File: src/rtl/spi_arb_pkg.sv
// Shared types and helpers for the SPI chip-select arbiter: FSM state encoding
// and small constant functions used to size and terminate the delay counters.
package spi_arb_pkg;

    localparam int STATE_W = 3;

    typedef enum logic [STATE_W-1:0] {
        IDLE    = 3'd0,
        SETUP   = 3'd1,
        WAIT_TX = 3'd2,
        WAIT_RX = 3'd3,
        HOLD    = 3'd4,
        GAP     = 3'd5
    } state_t;

    function automatic int max3(input int a, input int b, input int c);
        int m;
        m = (a > b) ? a : b;
        return (m > c) ? m : c;
    endfunction

    // Last counter value of a delay state; a zero delay still occupies one cycle.
    function automatic int last_cycle(input int n);
        return (n == 0) ? 0 : n - 1;
    endfunction

endpackage

File: src/rtl/rr_arbiter.sv
// Round-robin winner search starting one above the last winner, with the
// registered pointer; requester 0 wins first after reset.
module rr_arbiter #(
    parameter int NUM_REQ = 4,
    localparam int IDX_W  = $clog2(NUM_REQ)
) (
    input  logic               i_Clk,
    input  logic               i_Rst,
    input  logic [NUM_REQ-1:0] i_Req,
    input  logic               i_Update,
    output logic [IDX_W-1:0]   o_Win,
    output logic               o_Found
);

    logic [IDX_W-1:0] r_Ptr;
    logic [IDX_W-1:0] w_Cand;
    logic [IDX_W-1:0] w_Win;
    logic             w_Found;

    // first set request scanning upward from pointer+1 with wrap-around
    always_comb begin
        w_Found = 1'b0;
        w_Win   = '0;
        w_Cand  = '0;
        for (int i = 1; i <= NUM_REQ; i++) begin
            w_Cand = IDX_W'((int'(r_Ptr) + i) % NUM_REQ);
            if (!w_Found && i_Req[w_Cand]) begin
                w_Found = 1'b1;
                w_Win   = w_Cand;
            end else begin
                w_Found = w_Found;
            end
        end
    end

    // pointer follows the most recent winner
    always_ff @(posedge i_Clk or posedge i_Rst) begin
        if (i_Rst) begin
            r_Ptr <= IDX_W'(NUM_REQ - 1);
        end else if (i_Update) begin
            r_Ptr <= w_Win;
        end else begin
            r_Ptr <= r_Ptr;
        end
    end

    assign o_Win   = w_Win;
    assign o_Found = w_Found;

endmodule

File: src/rtl/spi_cs_arbiter.sv
// Shares one byte-level SPI master among NUM_REQ chip-select owners with
// round-robin transaction grants. Optional watchdog: SPI_ARB_TIMEOUT_EN.
module spi_cs_arbiter
    import spi_arb_pkg::*;
#(
    parameter int NUM_REQ       = 4,
    parameter int LEN_W         = 4,
    parameter int CS_SETUP_CLKS = 2,
    parameter int CS_HOLD_CLKS  = 2,
    parameter int CS_IDLE_CLKS  = 4
`ifdef SPI_ARB_TIMEOUT_EN
    ,
    parameter int TIMEOUT_CLKS  = 1000
`endif
) (
    input  logic                     i_Clk,
    input  logic                     i_Rst,
    input  logic [NUM_REQ-1:0]       i_Req,
    input  logic [NUM_REQ*LEN_W-1:0] i_Req_Len,
    input  logic [NUM_REQ*8-1:0]     i_Req_TX_Byte,
    input  logic [NUM_REQ-1:0]       i_Req_TX_DV,
    output logic [NUM_REQ-1:0]       o_Gnt,
    output logic [NUM_REQ-1:0]       o_Req_TX_Ready,
    output logic [NUM_REQ-1:0]       o_Req_RX_DV,
    output logic [7:0]               o_RX_Byte,
    output logic [NUM_REQ-1:0]       o_Done,
    output logic                     o_M_TX_DV,
    output logic [7:0]               o_M_TX_Byte,
    input  logic                     i_M_TX_Ready,
    input  logic                     i_M_RX_DV,
    input  logic [7:0]               i_M_RX_Byte,
`ifdef SPI_ARB_TIMEOUT_EN
    output logic [NUM_REQ-1:0]       o_Abort,
`endif
    output logic [NUM_REQ-1:0]       o_SPI_CS_n
);

    localparam int IDX_W      = $clog2(NUM_REQ);
    localparam int BYTE_W     = 8;
    localparam int DLY_MAX    = max3(CS_SETUP_CLKS, CS_HOLD_CLKS, CS_IDLE_CLKS);
    localparam int CNT_W      = (DLY_MAX < 1) ? 1 : $clog2(DLY_MAX + 1);
    localparam int SETUP_LAST = last_cycle(CS_SETUP_CLKS);
    localparam int HOLD_LAST  = last_cycle(CS_HOLD_CLKS);
    localparam int GAP_LAST   = last_cycle(CS_IDLE_CLKS);

    state_t               r_State;
    logic [IDX_W-1:0]     r_Owner;
    logic [LEN_W-1:0]     r_Len;
    logic [CNT_W-1:0]     r_Cnt;
    logic [NUM_REQ-1:0]   r_Gnt;
    logic [NUM_REQ-1:0]   r_CS_n;
    logic [NUM_REQ-1:0]   r_RX_DV;
    logic [NUM_REQ-1:0]   r_Done;
    logic [7:0]           r_RX_Byte;
    logic [7:0]           r_M_TX_Byte;
    logic                 r_M_TX_DV;
    logic [IDX_W-1:0]     w_Win;
    logic                 w_Found;
    logic [LEN_W-1:0]     w_Win_Len;
    logic [NUM_REQ-1:0]   w_Win_Oh;
    logic [NUM_REQ-1:0]   w_Owner_Oh;
    logic                 w_TX_Accept;

    rr_arbiter #(.NUM_REQ(NUM_REQ)) u_rr (
        .i_Clk    (i_Clk),
        .i_Rst    (i_Rst),
        .i_Req    (i_Req),
        .i_Update (r_State == IDLE && w_Found),
        .o_Win    (w_Win),
        .o_Found  (w_Found)
    );

    assign w_Win_Len   = i_Req_Len[w_Win*LEN_W +: LEN_W];
    assign w_Win_Oh    = {{(NUM_REQ-1){1'b0}}, 1'b1} << w_Win;
    assign w_Owner_Oh  = {{(NUM_REQ-1){1'b0}}, 1'b1} << r_Owner;
    assign w_TX_Accept = i_M_TX_Ready && i_Req_TX_DV[r_Owner];

`ifdef SPI_ARB_TIMEOUT_EN
    logic [15:0]        r_Wd;
    state_t             r_Prev_State;
    logic               r_Abort_Pend;
    logic [NUM_REQ-1:0] r_Abort;
    logic               w_Expired;

    // watchdog restarts on every state entry and only runs while waiting on bytes
    always_ff @(posedge i_Clk or posedge i_Rst) begin
        if (i_Rst) begin
            r_Wd         <= 16'd0;
            r_Prev_State <= IDLE;
        end else begin
            r_Prev_State <= r_State;
            if (r_State != r_Prev_State) begin
                r_Wd <= 16'd0;
            end else if (r_State == WAIT_TX || r_State == WAIT_RX) begin
                r_Wd <= r_Wd + 16'd1;
            end else begin
                r_Wd <= r_Wd;
            end
        end
    end

    assign w_Expired = (r_State == WAIT_TX || r_State == WAIT_RX) &&
                       (r_State == r_Prev_State) && (r_Wd >= 16'(TIMEOUT_CLKS - 1));
    assign o_Abort   = r_Abort;
`endif

    // transaction sequencer; strobes default low and are raised for one cycle
    always_ff @(posedge i_Clk or posedge i_Rst) begin
        if (i_Rst) begin
            r_State     <= IDLE;
            r_Owner     <= '0;
            r_Len       <= '0;
            r_Cnt       <= '0;
            r_Gnt       <= '0;
            r_CS_n      <= '1;
            r_RX_DV     <= '0;
            r_Done      <= '0;
            r_RX_Byte   <= 8'h00;
            r_M_TX_Byte <= 8'h00;
            r_M_TX_DV   <= 1'b0;
`ifdef SPI_ARB_TIMEOUT_EN
            r_Abort_Pend <= 1'b0;
            r_Abort      <= '0;
`endif
        end else begin
            r_M_TX_DV <= 1'b0;
            r_RX_DV   <= '0;
            r_Done    <= '0;
`ifdef SPI_ARB_TIMEOUT_EN
            r_Abort   <= '0;
`endif
            case (r_State)
                IDLE: begin
                    r_Cnt <= '0;
                    if (w_Found) begin
                        r_Owner <= w_Win;
                        r_Len   <= w_Win_Len;
                        r_Gnt   <= w_Win_Oh;
`ifdef SPI_ARB_TIMEOUT_EN
                        r_Abort_Pend <= 1'b0;
`endif
                        // empty transaction: grant and done pulse together, CS untouched
                        if (w_Win_Len == '0) begin
                            r_Done  <= w_Win_Oh;
                            r_State <= GAP;
                        end else begin
                            r_CS_n  <= ~w_Win_Oh;
                            r_State <= SETUP;
                        end
                    end else begin
                        r_Gnt <= '0;
                    end
                end
                SETUP: begin
                    if (r_Cnt == CNT_W'(SETUP_LAST)) begin
                        r_State <= WAIT_TX;
                    end else begin
                        r_Cnt <= r_Cnt + 1'b1;
                    end
                end
                WAIT_TX: begin
                    if (w_TX_Accept) begin
                        r_M_TX_Byte <= i_Req_TX_Byte[r_Owner*BYTE_W +: BYTE_W];
                        r_M_TX_DV   <= 1'b1;
                        r_State     <= WAIT_RX;
                    end
`ifdef SPI_ARB_TIMEOUT_EN
                    else if (w_Expired) begin
                        r_Abort_Pend <= 1'b1;
                        r_Cnt        <= '0;
                        r_State      <= HOLD;
                    end
`endif
                    else begin
                        r_State <= WAIT_TX;
                    end
                end
                WAIT_RX: begin
                    if (i_M_RX_DV) begin
                        r_RX_Byte <= i_M_RX_Byte;
                        r_RX_DV   <= w_Owner_Oh;
                        r_Len     <= r_Len - LEN_W'(1);
                        r_Cnt     <= '0;
                        if (r_Len == LEN_W'(1)) begin
                            r_State <= HOLD;
                        end else begin
                            r_State <= WAIT_TX;
                        end
                    end
`ifdef SPI_ARB_TIMEOUT_EN
                    else if (w_Expired) begin
                        r_Abort_Pend <= 1'b1;
                        r_Cnt        <= '0;
                        r_State      <= HOLD;
                    end
`endif
                    else begin
                        r_State <= WAIT_RX;
                    end
                end
                HOLD: begin
                    if (r_Cnt == CNT_W'(HOLD_LAST)) begin
                        r_CS_n  <= '1;
                        r_Gnt   <= '0;
                        r_Cnt   <= '0;
                        r_State <= GAP;
`ifdef SPI_ARB_TIMEOUT_EN
                        if (r_Abort_Pend) begin
                            r_Abort <= w_Owner_Oh;
                        end else begin
                            r_Done  <= w_Owner_Oh;
                        end
`else
                        r_Done <= w_Owner_Oh;
`endif
                    end else begin
                        r_Cnt <= r_Cnt + 1'b1;
                    end
                end
                GAP: begin
                    r_Gnt <= '0;
                    if (r_Cnt == CNT_W'(GAP_LAST)) begin
                        r_Cnt   <= '0;
                        r_State <= IDLE;
                    end else begin
                        r_Cnt <= r_Cnt + 1'b1;
                    end
                end
                default: begin
                    r_State <= IDLE;
                    r_CS_n  <= '1;
                    r_Gnt   <= '0;
                    r_Cnt   <= '0;
                end
            endcase
        end
    end

    // ready follows the master live so a byte is never offered to a busy master
    assign o_Req_TX_Ready = (r_State == WAIT_TX && i_M_TX_Ready) ? w_Owner_Oh : '0;
    assign o_Gnt          = r_Gnt;
    assign o_Req_RX_DV    = r_RX_DV;
    assign o_RX_Byte      = r_RX_Byte;
    assign o_Done         = r_Done;
    assign o_M_TX_DV      = r_M_TX_DV;
    assign o_M_TX_Byte    = r_M_TX_Byte;
    assign o_SPI_CS_n     = r_CS_n;

endmodule
File: config.mk
export PLATFORM = sky130hd
export DESIGN_NAME = spi_cs_arbiter
export DESIGN_NICKNAME = d
export VERILOG_FILES = /design/src/rtl/spi_arb_pkg.sv /design/src/rtl/rr_arbiter.sv /design/src/rtl/spi_cs_arbiter.sv
export SDC_FILE = /design/constraint.sdc
export NUM_CORES = 1
export LEC_CHECK = 0
export ABC_AREA = 1
export CORE_MARGIN = 10
export CORE_UTILIZATION = 48
export CTS_CLUSTER_SIZE = 40
export DETAILED_ROUTE_END_ITERATION = 8
export GPL_TIMING_DRIVEN = 0
export PLACE_DENSITY = 0.86
export SLEW_MARGIN = 15
export SYNTH_ARGS = -nofsm -noshare
export SYNTH_HDL_FRONTEND = slang
export SYNTH_SLANG_ARGS = --single-unit
File: constraint.sdc
create_clock -name i_Clk -period 4.32 [get_ports i_Clk]
set_clock_uncertainty 0.05 [all_clocks]
set_input_delay 0.864 -clock i_Clk [delete_from_list [all_inputs] [get_ports i_Clk]]
set_output_delay 0.864 -clock i_Clk [all_outputs]
set_load 0.02 [all_outputs]
---- After elaboration in Yosys (flattened, before gate mapping) ----
Cells that the tools add are included.
W data, S select, Z words.
word-level totals
  output and inout port bits .............. 37
  input bits .............................. 68
  register bits ........................... 47
operators by class
  add/sub/neg operators ................... 6
  shifts and indexed selects .............. 4
  mux-type cells .......................... 51
  reduce and logical (&&, ||, !) cells .... 22
  equal/unequal tests ..................... 15
  magnitude comparators ................... 5
  bitwise logic cells ..................... 4
operators by type and width
  kind                   count
  $mux W4                13
  $mux W3                11
  $shiftx A32 B6 Y8      1
  $pmux W4 S3            2
  $pmux W3 S6            1
  $pmux W4 S2            2
  $shiftx A16 B5 Y4      1
  $lt A2 B3 Y1 const B   5
  $pmux W3 S5            1
  $ne A2 B2 Y1 const B   7
  $mux W1                12
  $bmux W1 S2            5
  $eq A3 B2 Y1 const B   3
  $mux W2                4
  $reduce_and A2 Y1      4
  $reduce_and A4 Y1      2
  $shl A1 B2 Y4 const A  2
  $eq A3 B1 Y1 const B   2
  $eq A3 B3 Y1 const B   2
  $logic_and A1 B1 Y1    6
  $reduce_and A3 Y1      2
  $add A2 B1 Y2 const B  2
  $add A2 B2 Y2 const B  2
  $eq A4 B1 Y1 const B   1
  10 further kinds       14

---- Longest topological paths before layout ----
  word-level depth ........................ 18
  depth in mapped cells ................... 20
  depth with buffers taken out ............ 19

---- Modules after synthesis ----
From an unflattened synthesis, not the netlist that was laid out.
second synthesis, totals
  cells, all modules ...................... 391
  area, all modules ....................... 3,022.9 um^2
modules (own cells, without submodules)
  module          cells an instance  area each (um^2)  instances  sequential area each (um^2)
  spi_cs_arbiter  325                2,617.5           1          1,131.1
  rr_arbiter      66                 405.4             1          52.6

---- Least setup slack after synthesis ----
No wires, ideal clock.
  path type ............................... input to register
  start point ............................. in i_Req[2]
  end point ............................... reg r_CS_n[0], in the netlist o_SPI_CS_n[0]
  setup time .............................. 0.062 ns
  data required time ...................... 4.208 ns
  arrival ................................. 2.178 ns
  slack ................................... 2.029 ns
  stages on the path ...................... 16
  path buffers ............................ 0
  cell sequence ........................... nand2_1 -> nand2_2 -> nand2_2 -> nand2_4 -> clkinv_2 -> nand3_1 -> nand3_1 -> nor2_4 -> inv_2 -> nand2_1 -> nand2_1 -> nor2_2 -> nand3_4 -> nand2_4 -> nand2_1 -> nand2_1
on the way
  longest elaborated chain between the ends .. 17
ends and longest elaborated chain
  what                                                  line                   source
  start: declaration                                    spi_cs_arbiter.sv:18   input logic [NUM_REQ-1:0] i_Req,
  branches (longest 17 deep; another with $bmux W1 S2)  --
  end signal: assignment                                spi_cs_arbiter.sv:147  r_CS_n <= ~w_Win_Oh;
  end: declaration                                      spi_cs_arbiter.sv:51   logic [NUM_REQ-1:0] r_CS_n;
Several ways; the timed one is not identified. The select of a mux whose other input is x is not followed.
A chain may end at the register's enable or synchronous reset.

---- Worst setup path in the final report ----
  start point ............................. reg r_Owner[1]
  end point ............................... out o_Req_TX_Ready[1]
on the way
  longest elaborated chain between the ends .. 2
ends and longest elaborated chain
  what                      line                   source
  start: declaration        spi_cs_arbiter.sv:47   logic [IDX_W-1:0] r_Owner;
  start signal: assignment  spi_cs_arbiter.sv:136  r_Owner <= w_Win;
  $shl A1 B2 Y4             spi_cs_arbiter.sv:75   assign w_Owner_Oh = {{(NUM_REQ-1){1'b0}}, 1'b1} << r_Owner;
  $mux W4                   spi_cs_arbiter.sv:240  assign o_Req_TX_Ready = (r_State == WAIT_TX && i_M_TX_Ready) ? w_Owner_Oh : '0;
  end: declaration          spi_cs_arbiter.sv:23   output logic [NUM_REQ-1:0] o_Req_TX_Ready,
No other way between the ends.

==> results.cfg <==
[setup_path]
critPathBufInv = 2
path_max_fanout = 10
cp_common_cell = nor2_1
reg2reg_depth = 17
rrSetupSlack_ns = 1.87
r2r-start = u_rr.r_Ptr[0]$_DFFE_PP1P_
max_stage_delay_ns = 0.65
path_cells = nor2_1 -> inv_1 -> nor2_1 -> clkdlybuf4s50_1
critPathSlowestCell = clkdlybuf4s50_1
cp_data_arrival_time_ns = 2.33
crit_family = buffers and inverters
reg2reg_to = o_SPI_CS_n[2]$_DFFE_PP1P_
path_class = register to output port
cp.required_ns = 3.41
startpoint_type = register
endpoint_kind = output port

[detailed_routing]
drtPass1Iterations = 4
wirelength_mm = 8.79
ant_nets = 0
drc_errors = 0
vias_per_cell = 5.32
vias = 2905
wl_per_cell_um = 16.1
drt_iter0_markers = 220

[timing]
finalMaxSlewViolations = 0
worstMarginPinSlew_ns = 0.745
setup_violations = 0
rsz0062_at_grt = no
whs_ns = 0.418
max_freq_mhz = 309
period_share = 0.750
tns_ns = 0
finalHoldViolCount = 0
period_minus_slack_ns = 3.24
max-slew-margin-rel = 0.501

[logic_synthesis]
synth_edf_count = 0
ys_ff_latch = 47
netlist_instances = 361
seq_area_frac_synth = 0.427
async_flop_share = 1.00
mappedNetlistArea_sq_um = 2770
yosys_warnings = 0
ys.flop_type = dfrtp_1
synth.avg_cell_area_sq_um = 7.68
syn_nets = 435
synth.distinct_cells = 36

[clock_tree]
cts_root_buffer = clkbuf_8
clock_sink_count = 47
cts_resized = 0
cts_hold_buf = 0
cts-buffers-inserted = 5
clk_latency_ns = 0.31
cts_tree = yes
max-clock-path-buffers = 2
clk_pin_slew_worst_paths_ns = 0.09
postCtsSetupBuffers = 0
h-tree-depth = 2

[power_and_ir_drop]
power_mw = 3.14
powerDensity_nw_per_um2 = 774
peakVddDrop_uv = 442
p_leak_nw = 1.87

[die]
die_area_sq_um = 9220
dieWidth_um = 96
row_count = 27
die_y_um = 96
core_sq_um = 5540
initial_core_util = 0.500
pin_count = 105

[final_layout]
syn_to_final_growth_pct = 46.2
drive_above_1_share = 0.0970
fin_util = 0.731
nets = 547
n_antenna_cell = 0
final-instance-count-excl-fill = 546

[place]
placed_cells = 538
gp_congestion = 0.898
dpl.hpwl_mm = 7.05
port_buffers = 104

[status]
status = completed

[global_route]
globalRouteTotalUtil = 0.194
grt_max_degree = 26
grt_pass1_vias = 2926
grt-ovfl-total = 0
antenna_found_initial = 0
grt_pass1_wl_mm = 14.3

[worst_hold_path]
holdPathStages = 2
worstHoldStart = o_SPI_CS_n[0]$_DFFE_PP1P_
holdPathEnd = o_SPI_CS_n[0]$_DFFE_PP1P_
hp-class = register to register

[run]
drv_cap = 0
## cells by family (layout without fill, tap and decap cells)
family	count (synthesis)	after routing	share of synthesized area
AOI/OAI and AO/OA	45	45	0.108
xor gates and xnor gates	2	2	0.00632
adders and majority gates	6	6	0.0271
buffers and inverters	44	157	0.0659
DFF	47	47	0.427
muxes	1	1	0.00361
and+or+nand+nor	216	216	0.362
## layout by cell type (no fill, tap or decap), drive strengths merged
master	n
nand3b	1
buf	3
clkbuf	10
o211ai	1
o22ai	6
nor3	3
bufinv	1
xnor2	1
nand3	33
a31oi	1
xor2	1
o21ai	12
clkinv	2
ha	6
nand4	7
a22oi	10
nand2	134
nor2	36
dfstp	6
dfrtp	41
nor4	2
a21oi	6
a211oi	1
clkdlybuf4s50	104
inv	37
a41oi	8
mux2i	1
## worst max path at each step
stage                                       from                         to  slack [ns]  cells past startpoint
after floorplan                         i_Req[2]  o_SPI_CS_n[0]$_DFFE_PP1P_        2.03                     16
after detailed placement            i_M_TX_Ready          o_Req_TX_Ready[2]        1.15                      4
final                     r_Owner[1]$_DFFE_PP0P_          o_Req_TX_Ready[1]        1.08                      4
after global placement              i_M_TX_Ready          o_Req_TX_Ready[3]        1.20                      4
after CTS                 r_Owner[1]$_DFFE_PP0P_          o_Req_TX_Ready[1]        1.04                      4
after global routing      r_Owner[0]$_DFFE_PP0P_          o_Req_TX_Ready[1]        0.96                      5
## worst min-delay path, stage by stage (launching register included)
cell,delay (ns)
dfstp_2,0.38
nand2_1,0.05
nand2_1,0.05
## routing by layer
layer / wire (um) / part of all wire / track usage / vias up
li1: - / - / - / 1419
met1: 3560 / 0.41 / 0.232 / 1354
met2: 4360 / 0.50 / 0.341 / 122
met3: 754 / 0.086 / 0.0467 / 10
met4: 111 / 0.013 / 0.0442 / 0
met5: 0 / 0 / 0 / -
## where the power goes
| group | leakage, nW | internal, mW | switching (mW) |
|---|---|---|---|
| clock | 0.0618 | 0.190 | 0.157 |
| combinational | 1.23 | 0.749 | 1.31 |
| sequential | 0.583 | 0.637 | 0.0971 |
## synth_stat cells, types with 2 or more instances
cell | n | area [sq um]
nand2_1 | 122 | 458
dfrtp_1 | 41 | 1030
inv_1 | 32 | 120
nor2_1 | 31 | 116
nand3_1 | 29 | 145
o21ai_0 | 12 | 60.1
a22oi_1 | 10 | 75.1
nand2_2 | 9 | 56.3
a41oi_1 | 8 | 70.1
nand4_1 | 7 | 43.8
a21oi_1 | 6 | 30.0
dfstp_2 | 6 | 158
ha_1 | 6 | 75.1
o22ai_1 | 6 | 37.5
clkbuf_1 | 4 | 15.0
inv_2 | 3 | 11.3
nand2_4 | 3 | 33.8
nand3_4 | 3 | 52.6
nor2_4 | 3 | 33.8
nor3_1 | 3 | 15.0
nor2_2 | 2 | 12.5
## registers in the layout, indices dropped and copies added, names as in the netlist
register / count
o_Done: 4
o_M_TX_DV: 1
o_SPI_CS_n: 4
r_State: 3
r_Len: 4
u_rr.r_Ptr: 2
o_Req_RX_DV: 4
o_M_TX_Byte: 8
o_RX_Byte: 8
o_Gnt: 4
r_Cnt: 3
r_Owner: 2
## per-stage QoR
| step | instance area (sq um) | setup WS (ns) |
|---|---|---|
| finish | 4050 | 1.08 |
| global route | 4050 | 0.963 |
| CTS | 4050 | 1.04 |
| detailed placement | 3930 | 1.15 |
| global placement | 3900 | 1.20 |
| floorplan | 2770 | 2.03 |
## layout make-up
type	instances	area [sq um]
fill	446	1490
multi-input combinational	270	1410
sequential	47	1180
timing repair buffer	105	1070
inverter	38	151
tap	72	90.1
clock buffer	6	82.6
clock inverter	2	38.8
buffer	6	31.3
Power figures use the tool's default switching activity.
